<file path="src/rtl/riscv_pc_ctrl.sv">
// Fetch sequencer feeding the PC register: boot delay, redirect arbitration
// (trap > xret > branch > sequential), pending redirect across imem stalls.
// Optional WFI state enabled by defining RISCV_PC_CTRL_WFI_EN.
module riscv_pc_ctrl #(
  parameter logic [63:0] RESET_VECTOR = 64'h0,
  parameter int unsigned BOOT_CYCLES  = 1
) (
  input  logic        i_riscv_pcctrl_clk,
  input  logic        i_riscv_pcctrl_rst_n,
  input  logic [63:0] i_riscv_pcctrl_pc,
  input  logic        i_riscv_pcctrl_cinstr,
  input  logic        i_riscv_pcctrl_imem_ready,
  input  logic        i_riscv_pcctrl_hazard_stall,
  input  logic        i_riscv_pcctrl_trap_valid,
  input  logic [63:0] i_riscv_pcctrl_trap_vec,
  input  logic        i_riscv_pcctrl_xret_valid,
  input  logic [63:0] i_riscv_pcctrl_xret_pc,
  input  logic        i_riscv_pcctrl_br_valid,
  input  logic [63:0] i_riscv_pcctrl_br_target,
  output logic [63:0] o_riscv_pcctrl_nextpc,
  output logic        o_riscv_pcctrl_stallpc,
  output logic        o_riscv_pcctrl_flush,
  output logic        o_riscv_pcctrl_fetch_req,
  output logic [1:0]  o_riscv_pcctrl_state
`ifdef RISCV_PC_CTRL_WFI_EN
  ,
  input  logic        i_riscv_pcctrl_wfi,
  input  logic        i_riscv_pcctrl_irq_pending
`endif
);

  typedef enum logic [1:0] {
    ST_BOOT = 2'b00,
    ST_RUN  = 2'b01,
    ST_HOLD = 2'b10,
    ST_WFI  = 2'b11
  } state_e;

  localparam logic [63:0] ALIGN_MASK = ~64'd1;
  localparam logic [7:0]  BOOT_INIT  = 8'(BOOT_CYCLES);

  state_e      state, state_nxt;
  logic [7:0]  boot_cnt;
  logic [63:0] pending, pending_nxt;
  logic [63:0] nextpc_raw;
  logic [63:0] pc_seq;
  logic [63:0] redir_target;
  logic [63:0] trap_target;
  logic        redir;
  logic        boot_last;

  assign redir       = i_riscv_pcctrl_trap_valid | i_riscv_pcctrl_xret_valid |
                       i_riscv_pcctrl_br_valid;
  assign trap_target = i_riscv_pcctrl_trap_vec & ALIGN_MASK;
  assign redir_target = (i_riscv_pcctrl_trap_valid ? i_riscv_pcctrl_trap_vec :
                         i_riscv_pcctrl_xret_valid ? i_riscv_pcctrl_xret_pc :
                                                     i_riscv_pcctrl_br_target) & ALIGN_MASK;
  assign pc_seq      = i_riscv_pcctrl_pc + (i_riscv_pcctrl_cinstr ? 64'd2 : 64'd4);
  // Treat a zero count as final too, so BOOT can never stall forever.
  assign boot_last   = (boot_cnt <= 8'd1);

  always_ff @(posedge i_riscv_pcctrl_clk) begin
    if (!i_riscv_pcctrl_rst_n) begin
      state    <= ST_BOOT;
      boot_cnt <= BOOT_INIT;
      pending  <= '0;
    end else begin
      state    <= state_nxt;
      pending  <= pending_nxt;
      boot_cnt <= (state == ST_BOOT) ? boot_cnt - 8'd1 : BOOT_INIT;
    end
  end

  always_comb begin
    state_nxt   = state;
    pending_nxt = pending;
    nextpc_raw  = i_riscv_pcctrl_pc;
    o_riscv_pcctrl_stallpc   = 1'b1;
    o_riscv_pcctrl_flush     = 1'b0;
    o_riscv_pcctrl_fetch_req = 1'b0;
    case (state)
      ST_BOOT: begin
        nextpc_raw           = RESET_VECTOR;
        o_riscv_pcctrl_flush = 1'b1;
        if (boot_last) begin
          o_riscv_pcctrl_stallpc = 1'b0;
          state_nxt              = ST_RUN;
        end
      end
      ST_RUN: begin
        o_riscv_pcctrl_fetch_req = 1'b1;
        if (redir) begin
          // A redirect overrides any hazard stall; it only waits on imem.
          nextpc_raw             = redir_target;
          o_riscv_pcctrl_flush   = 1'b1;
          o_riscv_pcctrl_stallpc = !i_riscv_pcctrl_imem_ready;
          if (!i_riscv_pcctrl_imem_ready) begin
            pending_nxt = redir_target;
            state_nxt   = ST_HOLD;
          end
        end else begin
          nextpc_raw             = pc_seq;
          o_riscv_pcctrl_stallpc = !i_riscv_pcctrl_imem_ready |
                                   i_riscv_pcctrl_hazard_stall;
`ifdef RISCV_PC_CTRL_WFI_EN
          if (i_riscv_pcctrl_wfi) state_nxt = ST_WFI;
`endif
        end
      end
      ST_HOLD: begin
        o_riscv_pcctrl_flush   = 1'b1;
        o_riscv_pcctrl_stallpc = !i_riscv_pcctrl_imem_ready;
        if (i_riscv_pcctrl_trap_valid) begin
          nextpc_raw  = trap_target;
          pending_nxt = trap_target;
        end else begin
          nextpc_raw  = pending;
        end
        if (i_riscv_pcctrl_imem_ready) state_nxt = ST_RUN;
      end
      ST_WFI: begin
`ifdef RISCV_PC_CTRL_WFI_EN
        if (i_riscv_pcctrl_trap_valid) begin
          nextpc_raw             = trap_target;
          o_riscv_pcctrl_flush   = 1'b1;
          o_riscv_pcctrl_stallpc = !i_riscv_pcctrl_imem_ready;
          if (i_riscv_pcctrl_imem_ready) begin
            state_nxt = ST_RUN;
          end else begin
            pending_nxt = trap_target;
            state_nxt   = ST_HOLD;
          end
        end else if (i_riscv_pcctrl_irq_pending) begin
          state_nxt = ST_RUN;
        end
`else
        state_nxt = ST_BOOT;
`endif
      end
      default: state_nxt = ST_BOOT;
    endcase
  end

  assign o_riscv_pcctrl_nextpc = nextpc_raw & ALIGN_MASK;
  assign o_riscv_pcctrl_state  = state;

endmodule
</file>
<file path="config.mk">
export PLATFORM = sky130hd
export DESIGN_NAME = riscv_pc_ctrl
export DESIGN_NICKNAME = d
export VERILOG_FILES = /design/src/rtl/riscv_pc_ctrl.sv
export SDC_FILE = /design/constraint.sdc
export NUM_CORES = 1
export LEC_CHECK = 0
export BUFFER_PORTS_ARGS = -buffer_cell sky130_fd_sc_hd__buf_2
export CORE_MARGIN = 2
export CORE_UTILIZATION = 46
export DETAILED_ROUTE_END_ITERATION = 10
export HOLD_SLACK_MARGIN = 0.1
export PLACE_DENSITY = 0.79
export SYNTH_ARGS = -nofsm -noshare
export SYNTH_HDL_FRONTEND = slang
export SYNTH_SLANG_ARGS = --single-unit
</file>
<file path="constraint.sdc">
create_clock -name i_riscv_pcctrl_clk -period 3.28 [get_ports i_riscv_pcctrl_clk]
set_clock_uncertainty 0.15 [all_clocks]
set_input_delay 0.656 -clock i_riscv_pcctrl_clk [delete_from_list [all_inputs] [get_ports i_riscv_pcctrl_clk]]
set_output_delay 0.656 -clock i_riscv_pcctrl_clk [all_outputs]
set_load 0.02 [all_outputs]
</file>
== Word level (Yosys, flattened, before mapping) ==
Index checks and enable logic that the tools add are counted.
Word-level totals
  flip-flop bits (word level): 74
  input port bits: 264
  output and inout bits: 69
  logic and storage cells: 43
Cells by class
  add/sub/neg operators: 2
  order comparisons: 1
  equality and inequality tests: 7
  muxes and demuxes: 20
  bitwise operators: 3
  reduce and logical (&&, ||, !) cells: 7
Operators by type and width (count)
  64-bit two-way mux: 6
  64-bit one-hot mux with 3 select lines: 1
  64-bit one-hot mux with 2 select lines: 1
  64-bit by 3-bit adder with 64-bit output: 1
  8-bit by 1-bit less-or-equal comparator with 1-bit output (second input constant): 1
  2-bit two-way mux: 4
  2-bit != test (second input constant): 4
  2-bit one-hot mux with 4 select lines: 1
  8-bit by 1-bit subtractor with 8-bit output (second input constant): 1
  2-bit == test (second input constant): 2
  1-bit two-way mux: 4
  4-bit AND reduction: 1
  3-bit two-way mux: 1
  1-bit bitwise OR: 3
  1-bit one-hot mux with 3 select lines: 1
  3-bit AND reduction: 1
  2-bit by 1-bit == test with 1-bit output (second input constant): 1
  2-bit zero test: 1
  1-bit one-hot mux with 2 select lines: 1
  2-bit AND reduction: 1
  2-bit nonzero test: 1
  2-bit OR reduction: 1
  1-bit zero test: 1

== Longest topological paths before layout ==
Gate-level depths: netlist of the first run.
  depth after elaboration: 5
  gate-level depth with buffers: 10
  gate-level depth less buffers: 7

== Least setup slack after synthesis of the first run ==
OpenSTA, ideal clock, no wires.
  kind: input -> output
  from: input i_riscv_pcctrl_pc[1]
  to: output o_riscv_pcctrl_nextpc[47]
  arrival: 2.730 ns
  data required time: 2.474 ns
  slack: -0.256 ns
  stages: 8
  buffers on the path: 1
  cells stage by stage: ha_1 > fa_1 > nand4_1 > or4_1 > buf_2 > nor4_1 > nor3_1 > a211oi_1
On the way
  longest elaborated chain between the ends: 3
RTL lines
  start: declaration: line 10  | input logic [63:0] i_riscv_pcctrl_pc,
  64-bit by 3-bit adder with 64-bit output: line 58  | assign pc_seq = i_riscv_pcctrl_pc + (i_riscv_pcctrl_cinstr ? 64'd2 : 64'd4);
  64-bit two-way mux: line 92  | if (redir) begin
  64-bit one-hot mux with 3 select lines: line 81  | case (state)
  end: declaration: line 20  | output logic [63:0] o_riscv_pcctrl_nextpc,
Every way passes these cells.

== Final worst setup path of the first run ==
  from: input i_riscv_pcctrl_cinstr
  to: output o_riscv_pcctrl_nextpc[53]
On the way
  longest elaborated chain between the ends: 4
RTL lines
  start: declaration: line 11  | input logic i_riscv_pcctrl_cinstr,
  3-bit two-way mux: line 58
  64-bit by 3-bit adder with 64-bit output: line 58
  64-bit two-way mux: line 92
  64-bit one-hot mux with 3 select lines: line 81
Every way passes these cells.

==> results of run 1 <==
cells by family after synthesis:
logic type,after synthesis
xor gates and xnor gates,20
other,1
buffers and inverters,128
adders and majority gates,5
AOI/OAI and AO/OA,404
and+or+nand+nor,504
DFF,73
muxes,144
sequential cells by signal, indices dropped and copies added (netlist names):
| signal | count |
|---|---|
| boot_cnt | 8 |
| o_riscv_pcctrl_state | 2 |
| pending | 63 |
worst register-to-register path, stage by stage, from the launching register on:
cell	delay (ns)
dfxtp_4	0.50
nand2b_1	0.13
inv_1	0.26
nand2_1	0.27
buf_4	0.23
o21ai_4	0.69
buf_12	0.30
o311ai_0	0.17
o211a_1	0.16
cells in the final DEF, fill, tap and decap left out, types with 17 or more instances in the layout:
cell type and n:
nor3_1 33, inv_1 17, mux2_2 62, dfxtp_1 71, buf_6 38, and3_1 21
o21ai_0 125, mux2i_1 82, nand2_1 153, a211oi_1 24, nand4_1 32, nor2_1 118
a21oi_1 56, buf_2 284, buf_4 160, nand3_1 29, o211ai_1 30
final cells by class:
type	instances	share of cell area
inverter	19	0.00566
clock buffer	10	0.0183
clock inverter	6	0.00690
tap	234	0.0224
sequential	73	0.112
timing repair buffer	496	0.254
multi-input combinational	1078	0.579
antenna	4	0.000767
worst min-delay path by stage:
| stage | end | depth (start not counted) | from | slack [ns] |
|---|---|---|---|---|
| 6_report | pending[8] | 2 | pending[8] | 0.30 |
| 5_1_grt | pending[8] | 2 | pending[8] | 0.31 |
| 3_3_place_gp | pending[34] | 2 | pending[34] | 0.29 |
| 2_1_floorplan | boot_cnt[0] | 1 | boot_cnt[0] | 0.27 |
| 4_1_cts | pending[8] | 2 | pending[8] | 0.30 |
| 3_5_place_dp | pending[8] | 2 | pending[8] | 0.29 |
where the power goes:
group          switching (mW)  internal (mW)
registers               0.159           1.10
logic                    2.03           1.42
clock network           0.458          0.691
total                    2.64           3.21
metal layers:
layer | share of wire | vias up | track usage | wire length (um)
li1 | - | 5572 | - | -
met5 | 0.00038 | - | 0 | 15
met3 | 0.10 | 148 | 0.0781 | 4010
met2 | 0.46 | 780 | 0.596 | 18100
met4 | 0.048 | 2 | 0.183 | 1900
met1 | 0.39 | 5728 | 0.470 | 15700
timing repair:
item                                    CTS  global route
endpoints found under the setup margin   51            50
gates resized for setup                 120            94
pin swaps                                27            34
cloned                                    1             0
hold endpoints to repair                  0             0
setup buffers                             3            10
==> qor.yml, run 1 <==
layout:
  multi_input_area_um2: 7560
  nFillCells: 1575
  area_growth_pct: 48.0
  regArea_um2: 1470
  layout-drive-gt1-share: 0.419
  nets: 1946
  fin_cells: 1920
  design_area_um2: 13100
  fin_util: 0.695
routing:
  avgViaCountPerCell: 6.37
  wirelength_um: 39800
  first_pass_iters: 5
  drc: 0
  drtIter0Drc: 1156
  route.antenna.remaining_nets: 0
  wl_per_cell_um: 20.7
  vias: 12200
global_routing:
  grt_overflow_total: 0
  grt_pass1_vias: 11300
  grt_pass1_wl_um: 59600
  grtUsageTotal: 0.371
  grt_max_degree: 82
  grt_antenna_before_repair: 5
setup_path:
  cp_common_cell: "buf_8"
  path_class: "in -> out"
  r2r_cells: 8
  critPathRequiredTime_ns: 2.47
  worstSetupEndpoint: "o_riscv_pcctrl_nextpc[53]"
  worstSetupStartpoint: "i_riscv_pcctrl_cinstr"
  cp.depth: 11
  start_kind: "primary input"
  cp-end-kind: "primary output"
  worst-path-buf-inv: 4
  crit_family: "simple AND/OR/NAND/NOR gates"
  r2r_start: "o_riscv_pcctrl_state[0]"
  crit_fanout: 7
  crit_arrival_ns: 2.75
  rrSetupSlack_ns: 0.31
  crit_chain: "buf_8 -> ha_4 -> fa_2 -> nand4_1 -> or4_4 -> buf_8 -> nor4_4 -> buf_6 -> a211oi_4 -> a211oi_2 -> buf_4"
  crit_slowest_cell: "or4_4"
  r2r-end: "pending[4]"
  max_stage_delay_ns: 0.49
clocking:
  numCtsBuffers: 9
  clockBufferDepth: 2
  htreeDepth: 3
  clock-sinks: 73
  insertion_delay_ns: 0.35
  cts_tree: "done"
  cts-root-buf: "clkbuf_16"
  clkTransAtPathRegs_ns: 0.06
  cts-hold-fix-buffers: 0
run:
  max-cap-violations: 0
die:
  die_w_um: 142
  ioPinCount: 333
  initial_core_util: 0.470
  rows: 50
  dieArea_um2: 20300
  die_y_um: 142
  coreArea_um2: 18800
sta:
  rsz0062_at_grt: "yes"
  finalSetupViolCount: 37
  worst_pin_slew_ns: 0.900
  holdWs_ns: 0.301
  final-hold-violation-count: 0
  tns_ns: -4.79
  period_minus_slack_ns: 3.55
  period_share: 1.08
  max_slew_margin: 0.398
  drv_slew: 0
  fmax_ghz: 0.281
  fin_ws_ns: -0.273
logic_synthesis:
  netlist_instances: 1279
  syn-num-nets: 1548
  yosysTopAreaCellShare: 0.166
  yosysSeqAreaShare: 0.166
  ys.flop_type: "dfxtp_1"
  synth.avg_cell_area_um2: 6.89
  yosys.area.top_type: "dfxtp_1"
  synth_seq_cells: 73
  synthAdderAreaFrac: 0.00795
  synth_top_family_by_area: "compound AO/OA/AOI/OAI gates"
  synth.most_common_cell: "nand2_1"
  synth_edf_count: 0
  synth_compound_area_frac: 0.297
  synth_common_cells: "nand2_1, o21ai_0, nor2_1"
  synth-simple-area-share: 0.276
  yosysWarnings: 0
  synthTopCellsByArea: "dfxtp_1, mux2i_1, o21ai_0"
  syn_area_um2: 8820
  synthMuxAreaShare: 0.172
  synth_xor_area_frac: 0.0199
  async_flop_share: 0
  synth_cell_types: 76
placement:
  dpl_worst_slack_ns: -0.364
  dp_hpwl_um: 29500
  dp_cells: 1887
  io_buffers: 327
  gp_congestion: 0.984
  place_area_um2: 11700
run_status:
  status: "finished with violations"
  violations: "negative setup slack"
power_and_ir_drop:
  leakagePower_nw: 5.65
  power_mw: 5.85
  ir_drop_mv: 0.311
  powerDensity_nw_per_um2: 449
worst_hold_path:
  hold_class: "reg -> reg"
Power figures use the tool's default switching activity.
==> run 2: changes to the inputs <==
ABC_AREA = 1   (was default)
==> run 2 against run 1 <==
The flow now finishes without violations. Clock power barely moved. Cell count rose by 14%. Final area fell by 8.2%. Sequential share of layout area rose by 0.97 points. First-iteration DRC count fell by 5.1%. Combinational power fell by 12%. Sequential power barely moved. Maximum frequency rose by 9.4%. Utilization fell by 3.0 points. Critical path type unchanged.
==> qor.yml, run 2 <==
routing:
  route.antenna.remaining_nets: 0
  wl_per_cell_um: 18.5
  drtIter0Drc: 1097
  first_pass_iters: 5
  wirelength_um: 40500
  avgViaCountPerCell: 5.70
  drc: 0
  vias: 12500
logic_synthesis:
  netlist_instances: 1575
  synthTopCellsByArea: "nand2_1, dfxtp_1, nor2_1"
  synth_cell_types: 44
  synth_common_cells: "nand2_1, nor2_1, a21oi_1"
  synth_edf_count: 0
  synth_compound_area_frac: 0.283
  yosysWarnings: 0
  yosysSeqAreaShare: 0.172
  async_flop_share: 0
  synth.avg_cell_area_um2: 5.40
  synthAdderAreaFrac: 0.00824
  synth-simple-area-share: 0.407
  syn_area_um2: 8510
  yosysTopAreaCellShare: 0.188
  synth_xor_area_frac: 0.0340
  synthMuxAreaShare: 0
  syn-num-nets: 1844
  synth_top_family_by_area: "simple AND/OR/NAND/NOR gates"
  ys.flop_type: "dfxtp_1"
  synth_seq_cells: 73
  yosys.area.top_type: "nand2_1"
  synth.most_common_cell: "nand2_1"
placement:
  dpl_worst_slack_ns: -0.270
  dp_hpwl_um: 32300
  io_buffers: 327
  place_area_um2: 11200
  gp_congestion: 1.02
layout:
  area_growth_pct: 40.9
  design_area_um2: 12000
  nFillCells: 1738
  top_register: "pending"
  final_cell_mix: "nand2_1, buf_2, nor2_1, a21oi_1, buf_4"
  diodes: 0
  layout-drive-gt1-share: 0.308
  nets: 2228
  largest_reg_flops: 63
  layout_commonest_cell: "nand2_1"
power_and_ir_drop:
  power_mw: 5.41
  powerDensity_nw_per_um2: 451
  ir_drop_mv: 0.373
  leakagePower_nw: 5.76
sta:
  fmax_ghz: 0.308
  worst_pin_slew_ns: 0.633
  period_share: 0.990
  fin_ws_ns: 0.0326
  finalSetupViolCount: 0
  tns_ns: 0
  final-hold-violation-count: 0
  max_slew_margin: 0.576
  period_minus_slack_ns: 3.25
  drv_slew: 0
  rsz0062_at_grt: "yes"
die:
  rows: 49
  ioPinCount: 333
  coreArea_um2: 18000
  dieArea_um2: 19600
  die_w_um: 140
  die_y_um: 140
  initial_core_util: 0.472
run:
  max-cap-violations: 0
setup_path:
  crit_arrival_ns: 2.44
  start_kind: "primary input"
  cp-end-kind: "primary output"
  crit_fanout: 3
  critPathRequiredTime_ns: 2.47
  crit_family: "buffers and inverters"
  worst-path-buf-inv: 4
  cp.depth: 13
  r2r_cells: 9
  r2r_start: "o_riscv_pcctrl_state[1]"
  crit_chain: "buf_2 -> ha_4 -> nand2_2 -> a21oi_4 -> nand2_1 -> buf_4 -> nor3_2 -> nand3_1 -> nand2_1 -> nand3_1 -> a22oi_1 -> buf_4 -> buf_4"
  crit_slowest_cell: "ha_4"
  path_class: "in -> out"
  max_stage_delay_ns: 0.27
  worstSetupStartpoint: "i_riscv_pcctrl_pc[2]"
  cp_common_cell: "buf_4"
clocking:
  clockBufferDepth: 2
  numCtsBuffers: 9
  cts-root-buf: "clkbuf_16"
  clock-sinks: 73
  cts_tree: "done"
  insertion_delay_ns: 0.35
  clkTransAtPathRegs_ns: 0.07
  htreeDepth: 3
global_routing:
  grt_max_degree: 49
  grt_antenna_before_repair: 1
  grt_overflow_total: 0
  grt_pass1_vias: 11400
  grtUsageTotal: 0.395
  grt_pass1_wl_um: 61300
worst_hold_path:
  min_from: "boot_cnt[0]"
  hold_class: "reg -> reg"
  whs_path_depth: 1
run_status:
  status: "finished clean"
==> run 2: cell types whose count changed in the layout (fill, tap and decap cells not counted), sizes merged, moves of 39 or more <==
| cell | before | now |
|---|---|---|
| nand2 | 153 | 426 |
| nor2 | 128 | 250 |
| a21oi | 65 | 158 |
| inv | 20 | 110 |
| mux2i | 82 | 0 |
| mux2 | 62 | 0 |
| or2 | 3 | 42 |
==> run 2: cell type report <==
class / count / area [um^2] / area share
clock inverter: 6 / 90.1 / 0.00752
multi-input combinational: 1300 / 6590 / 0.550
sequential: 73 / 1460 / 0.122
tap: 229 / 287 / 0.0239
timing repair buffer: 466 / 2920 / 0.243
clock buffer: 9 / 225 / 0.0188
inverter: 109 / 417 / 0.0348
==> run 2: what timing repair did <==
| item | CTS | global route |
|---|---|---|
| hold buffers | 0 | 0 |
| pin swaps | 7 | 26 |
| setup buffers | 3 | 4 |
| endpoints found under the setup margin | 43 | 54 |
| resized for setup | 56 | 80 |
==> run 2: cells by family (layout without fill, tap and decap cells) <==
family	Yosys count	in the layout
AND/OR/NAND/NOR	836	836
adder cells (fa/ha/maj)	5	5
other	1	1
flip-flops	73	73
XOR/XNOR	33	33
AO/OA/AOI/OAI	425	425
buffers and inverters	202	590
==> run 2: metal layers <==
metal  track usage  routed length, um
met5             0                 13
met4         0.177               1800
met3        0.0605               3790
met2         0.670              19100
met1         0.495              15800
==> run 2: report_power, final <==
part	leakage [nW]	switching [mW]	internal [mW]
clock network	0.152	0.473	0.668
registers	0.598	0.133	1.12
logic	5.01	1.84	1.17
total	5.76	2.45	2.96
==> run 2: path summary, 6_finish.rpt <==
kind / to / slack [ns]
worst max-delay path: o_riscv_pcctrl_nextpc[36] / 0.03
worst min-delay path: boot_cnt[0] / 0.30
worst min register to register: boot_cnt[0] / 0.30
worst max register to register: pending[18] / 0.92
==> run 2: worst reg2reg max path, cell delays in order (launching register included) <==
cell and delay, ns:
dfxtp_1 0.48, inv_1 0.10, nor2_2 0.19, inv_4 0.15
buf_12 0.20, buf_4 0.16, nand2_4 0.26, buf_4 0.32
o21ai_0 0.11, a31oi_1 0.17
==> run 2: through the flow <==
| step | utilization | hold slack [ns] | std cells |
|---|---|---|---|
| after floorplan | - | 0.246 | 1575 |
| after global placement | 0.619 | 0.260 | 2172 |
| after detailed placement | 0.619 | 0.271 | 2172 |
| after CTS | 0.649 | 0.295 | 2190 |
| after global routing | 0.665 | 0.325 | 2192 |
| final | 0.665 | 0.297 | 2192 |
